### config.mk
export PLATFORM = sky130hd
export DESIGN_NAME = prog_sequencer_flat
export DESIGN_NICKNAME = d
export VERILOG_FILES = /design/src/rtl/prog_seq_pkg.sv /design/src/rtl/prog_sequencer_if.sv /design/src/rtl/ret_stack.sv /design/src/rtl/prog_sequencer.sv /design/src/flat_wrapper.sv
export SDC_FILE = /design/constraint.sdc
export NUM_CORES = 1
export LEC_CHECK = 0
export BUFFER_PORTS_ARGS = -buffer_cell sky130_fd_sc_hd__buf_2
export CORE_MARGIN = 2
export CORE_UTILIZATION = 50
export CTS_CLUSTER_DIAMETER = 150
export DETAILED_ROUTE_END_ITERATION = 8
export PLACE_DENSITY = 0.77
export SYNTH_ARGS = -nofsm -noshare
export SYNTH_HDL_FRONTEND = slang
export SYNTH_SLANG_ARGS = --single-unit
### constraint.sdc
create_clock -name clk -period 1.7 [get_ports clk]
set_clock_uncertainty 0.05 [all_clocks]
set_input_delay 0.17 -clock clk [delete_from_list [all_inputs] [get_ports clk]]
set_output_delay 0.17 -clock clk [all_outputs]
set_load 0.05 [all_outputs]
### src/rtl/prog_seq_pkg.sv
// prog_seq_pkg: opcodes, sequencer states and word-width helper shared by the sequencer slice.
package prog_seq_pkg;
  typedef enum logic [3:0] {
    OP_NOOP, OP_LD, OP_LDC, OP_AND, OP_ANDC, OP_OR, OP_ORC, OP_XNOR,
    OP_STO, OP_STOC, OP_IEN, OP_OEN, OP_JMP, OP_RTN, OP_SKZ, OP_HALT
  } op_t;
  typedef enum logic [1:0] {IDLE, FETCH, ISSUE, HALT} state_t;
  function automatic int word_w(input int aw);
    return 4 + aw;
  endfunction
endpackage

### src/rtl/prog_sequencer_if.sv
// prog_sequencer_if: program-memory fetch bus plus the issue port towards the control unit.
interface prog_sequencer_if #(parameter int AW = 8);
  logic mem_req;
  logic mem_ack;
  logic instr_valid;
  logic [AW-1:0] mem_addr;
  logic [AW-1:0] oper;
  logic [prog_seq_pkg::word_w(AW)-1:0] mem_rdata;
  logic [3:0] instr;
  modport master(output mem_req, mem_addr, instr, oper, instr_valid, input mem_rdata, mem_ack);
  modport slave(input mem_req, mem_addr, instr, oper, instr_valid, output mem_rdata, mem_ack);
endinterface

### src/rtl/ret_stack.sv
// ret_stack: depth-4 circular LIFO of return addresses; a push when full overwrites the oldest entry.
module ret_stack #(parameter int W = 8) (
  input  logic         clk,
  input  logic         rst,
  input  logic         push,
  input  logic         pop,
  input  logic [W-1:0] din,
  output logic [W-1:0] top,
  output logic         empty
);
  logic [W-1:0] mem [4];
  logic [1:0] ptr;
  logic [2:0] cnt;
  assign top = mem[ptr - 2'd1];
  assign empty = cnt == 3'd0;
  always_ff @(posedge clk) begin
    if (push) mem[ptr] <= din;
  end
  always_ff @(posedge clk) begin
    if (rst) begin
      ptr <= '0;
      cnt <= '0;
    end else if (push) begin
      ptr <= ptr + 2'd1;
      cnt <= cnt == 3'd4 ? cnt : cnt + 3'd1;
    end else if (pop && !empty) begin
      ptr <= ptr - 2'd1;
      cnt <= cnt - 3'd1;
    end
  end
endmodule

### src/rtl/prog_sequencer.sv
// prog_sequencer: fetches program words, issues opcodes 0x0-0xB and executes JMP/RTN/SKZ/HALT locally.
// Optional return stack for JMP/RTN under PROG_SEQ_RET_STACK_EN.
module prog_sequencer import prog_seq_pkg::*; #(
  parameter int AW = 8,
  parameter logic [AW-1:0] RESET_PC = '0
) (
  input  logic              clk,
  input  logic              rst,
  input  logic              run,
  input  logic              rr,
  output logic              halted,
  output logic [AW-1:0]     pc,
  prog_sequencer_if.master  bus
);
  state_t state;
  logic [word_w(AW)-1:0] word;
  logic skip;
  op_t op;
  logic [AW-1:0] operand, pc_inc, pc_nxt, rtn_pc;
  logic [3:0] rd_op;
  logic rd_iss;
  assign op = op_t'(word[AW+3:AW]);
  assign operand = word[AW-1:0];
  assign pc_inc = pc + 1'b1;
  assign bus.mem_addr = pc;
  assign rd_op = bus.mem_rdata[AW+3:AW];
  assign rd_iss = !skip && rd_op < 4'(OP_JMP);
`ifdef PROG_SEQ_RET_STACK_EN
  logic do_push, do_pop, stk_empty;
  logic [AW-1:0] stk_top;
  assign do_push = state == ISSUE && !skip && op == OP_JMP;
  assign do_pop = state == ISSUE && !skip && op == OP_RTN;
  ret_stack #(.W(AW)) u_stk (
    .clk(clk), .rst(rst), .push(do_push), .pop(do_pop),
    .din(pc_inc), .top(stk_top), .empty(stk_empty)
  );
  assign rtn_pc = stk_empty ? pc_inc : stk_top;
`else
  assign rtn_pc = pc_inc;
`endif
  always_comb
    pc_nxt = skip ? pc_inc :
             op == OP_JMP ? operand :
             op == OP_RTN ? rtn_pc :
             op == OP_HALT ? pc : pc_inc;
  always_ff @(posedge clk) begin
    if (rst) begin
      state <= IDLE;
      pc <= RESET_PC;
      word <= '0;
      skip <= 1'b0;
      halted <= 1'b0;
      bus.mem_req <= 1'b0;
      bus.instr <= OP_NOOP;
      bus.oper <= '0;
      bus.instr_valid <= 1'b0;
    end else begin
      case (state)
        IDLE: if (run) begin
          state <= FETCH;
          bus.mem_req <= 1'b1;
        end
        FETCH: if (bus.mem_ack) begin
          word <= bus.mem_rdata;
          bus.mem_req <= 1'b0;
          bus.instr <= rd_iss ? rd_op : OP_NOOP;
          bus.oper <= rd_iss ? bus.mem_rdata[AW-1:0] : '0;
          bus.instr_valid <= rd_iss;
          state <= ISSUE;
        end
        ISSUE: begin
          bus.instr <= OP_NOOP;
          bus.oper <= '0;
          bus.instr_valid <= 1'b0;
          pc <= pc_nxt;
          skip <= !skip && op == OP_SKZ && !rr;
          // HALT only takes effect when it was not itself skipped
          if (!skip && op == OP_HALT) begin
            state <= HALT;
            halted <= 1'b1;
          end else begin
            state <= run ? FETCH : IDLE;
            bus.mem_req <= run;
          end
        end
        HALT: state <= HALT;
      endcase
    end
  end
endmodule
### src/flat_wrapper.sv
// flat-port wrapper written by rule: the top's interface ports become plain ports
module prog_sequencer_flat import prog_seq_pkg::*;
#(
  parameter int AW = 8,
  parameter logic [AW-1:0] RESET_PC = '0
)
  (clk, rst, run, rr, halted, pc, bus_mem_req, bus_mem_addr, bus_instr, bus_oper, bus_instr_valid, bus_mem_rdata, bus_mem_ack);
  prog_sequencer_if #(.AW(AW)) bus_i ();
  input  logic clk;
  input  logic rst;
  input  logic run;
  input  logic rr;
  output logic halted;
  output logic [AW-1:0] pc;
  output wire logic [$bits(bus_i.mem_req)-1:0] bus_mem_req;
  output wire logic [$bits(bus_i.mem_addr)-1:0] bus_mem_addr;
  output wire logic [$bits(bus_i.instr)-1:0] bus_instr;
  output wire logic [$bits(bus_i.oper)-1:0] bus_oper;
  output wire logic [$bits(bus_i.instr_valid)-1:0] bus_instr_valid;
  input wire logic [$bits(bus_i.mem_rdata)-1:0] bus_mem_rdata;
  input wire logic [$bits(bus_i.mem_ack)-1:0] bus_mem_ack;
  assign bus_mem_req = bus_i.mem_req;
  assign bus_mem_addr = bus_i.mem_addr;
  assign bus_instr = bus_i.instr;
  assign bus_oper = bus_i.oper;
  assign bus_instr_valid = bus_i.instr_valid;
  assign bus_i.mem_rdata = bus_mem_rdata;
  assign bus_i.mem_ack = bus_mem_ack;
  prog_sequencer #(.AW(AW), .RESET_PC(RESET_PC)) u_core (.clk(clk), .rst(rst), .run(run), .rr(rr), .halted(halted), .pc(pc), .bus(bus_i));
endmodule
==> run metrics <==
Via density 5.229; Hold Crit Start bus_mem_rdata[5]; Worst VDD drop 0.6198 mV; GR Overflow Total 0; Post-Synth Adder-Cell Area 0.7582%; initial detailed-routing violation count 104; crit start category flop; max_slew headroom 70.25%; largest family of logic cells by synthesized area compound AO/OA/AOI/OAI gates; synth cell count leaders 38 x dfxtp_1, 29 x nand2_1, 20 x nor2_1; FF/Latch Area 762.0 µm²; Synth Cell Area 1650 µm²; CTS tree yes; Area Growth Syn to Fin 23.88%; first-pass GRT wire length 6141 µm; gpl congestion 0.8370; EDFF count, synth 0; ANT nets after route 0; Synth Area in Simple Gates 19.48%; Ys Warns 0; I/O pin cnt 48; number of global-route vias before repair 1348; CTS max path bufs 2; sw frac 23.95%; number of max-cap violations 0; Clock transition at path regs 120 ps; Final HPWL DP 2638 µm; crit end category flop; WP data arrival 1800 ps; non-filler instance count after layout 284; Synth Register Bits 38; Leak Pwr 0.0008975 µW; Crit. Startpoint u_core.skip$_SDFFE_PP0P_; fill cell count 288; count of different cell masters after synthesis 33; clock tree sinks 38; hold slack 7.517 ps; share of cells above drive strength 1 31.67%; Inst Count DP 274; Port-buffer cells 47; Compound-Gate Fraction of Synth Area 20.47%; total negative slack 0 ps; multi-input logic area 767.0 µm²; Final Cell Area 2044 µm²; FMAX 0.6361 GHz; clk_lat worst skew 350 ps; via count 1485; worst slew pin tran 445.2 ps; initial core utilization 53.19%; diode count 0; worst min path class input port to flop; Hold Vio Cnt, Final 0; die extent in y 61.45 µm; ys flop type dfxtp_1; # rows 20; DR pass1 iterations 4; mux share of post-synthesis cell area 5.231%; syn_area_per_cell 8.686 µm²; Pint 1489 µW; cell area power density 957.7 nW/µm²; Gate power share 11.0%; reg2reg start u_core.skip$_SDFFE_PP0P_; Synth Area in XOR/XNOR 0%; clock network power share 41.0%; net switching power 468.9 µW; DRC violations left 0; WP data required 1920 ps; top cell type's share of synthesized area 46.10%; core area 3103 µm²; final wirelength 3759 µm; period utilization 92.47%; register area share after synthesis 46.10%; DIE AREA 3776 µm²; htree depth 2; CP max FO 4; RSZ-0062 raised after global routing false; largest area contributor in the netlist dfxtp_1; # Post-CTS Setup Buffers 0; Root Driver clkbuf_4; Placed Area 1904 µm²; wire per inst 13.24 µm; Total Power 1958 µW; setup violators final 0; Die X 61.45 µm; Setup CP Type flop to flop; top post-synthesis cells by area dfxtp_1 46%, nand2_1 6.6%, a22oi_1 5.5%; max-slew violations 0; run status finished, final reports clean; cts bufs inserted 5; Total GRT Usage 21.79%; antenna violations before repair 0; count leader, synth dfxtp_1; Synth Instances 190; pin count of the biggest net entering global routing 26; crit path time final 1572 ps; Seq pwr share 48.0%; asr flop ratio synth 0%; post-synth net total 208; Total Nets Final 257
[metal layers]
metal,global-route usage (%),wire (µm),vias to the layer above
met5,0,0,-
met4,9.119,55,0
met3,3.992,197,7
met2,32.67,1677,49
met1,30.94,1828,667
li1,-,-,762
[cell type report]
| type | instances | area share [%] |
|---|---|---|
| flip-flops and latches | 38 | 37.27 |
| well taps | 44 | 2.693 |
| multi-input cells | 130 | 37.52 |
| clock inverters | 2 | 2.938 |
| repair buffers | 59 | 16.16 |
| inverters | 5 | 0.9180 |
| clock buffers | 6 | 2.509 |
[cell usage in the layout (no fill, tap or decap), types with 2 or more instances in the layout]
cell type      netlist  final
nor2b_1              2      2
mux2_2               5      5
a32o_1               5      5
inv_1                5      5
o21ai_0              9      9
mux2i_1              3      3
and3_1               2      2
and2_1               2      2
buf_4                9     10
buf_2                0     47
a22oi_1             12     12
dfxtp_1             38     37
nand3_1              2      2
clkbuf_4             0      5
a21oi_1             16     16
nor2_1              20     20
dlygate4sd3_1        0      2
nand2_1             29     29
a221oi_1             2      2
bufinv_16            0      2
nor3_1               4      4
a31oi_1              3      3
[timing repair]
item / CTS / global route
endpoints found under the setup margin: 0 / 7
hold buffers: 0 / 2
gates resized for setup: 0 / 2
endpoints found under the hold margin: 0 / 2
[worst paths after layout]
check,endpoint,slack [ps],depth (start not counted)
setup reg to reg,u_core.bus.mem_addr[0]$_SDFFE_PP0P_,130,5
setup / recovery,u_core.bus.mem_addr[0]$_SDFFE_PP0P_,130,5
hold reg to reg,u_core.word[9]$_SDFFE_PP0P_,420,2
hold / removal,u_core.word[5]$_SDFFE_PP0P_,8,3
[critical path: stages, from the launching register on]
cell	delay (ps)
dfxtp_1	350
buf_4	130
and4b_1	250
a21o_1	230
or3_1	350
a31oi_1	150
[state kept, by name, summed over array words and instances (netlist names)]
register	cells
u_core.word	12
u_core.skip	1
u_core.bus.instr	4
u_core.state	2
u_core.bus.mem_addr	8
u_core.bus.oper	8
u_core.bus.mem_req	1
u_core.bus.instr_valid	1
u_core.halted	1
[power groups by stage]
stage,sequential [µW],combinational [µW],clock [µW]
5_1_grt,944,235,850
6_report,940,216,802
3_5_place_dp,959,211,0
4_1_cts,939,212,813
3_3_place_gp,958,210,0
2_1_floorplan,1010,90.7,0
[per-stage QoR]
step	worst slack (ps)	util, %
floorplan	4.207	-
global placement	93.98	61.37
detailed placement	59.99	61.37
CTS	50.23	64.96
global route	19.93	65.89
finish	128.0	65.89
[kinds of logic after synthesis]
group / Yosys count
mux: 8
simple gates: 70
buf+inv: 22
fa+ha+maj: 1
flops: 38
compound gates: 51
Note: power is estimated with default switching activity, not from simulation.
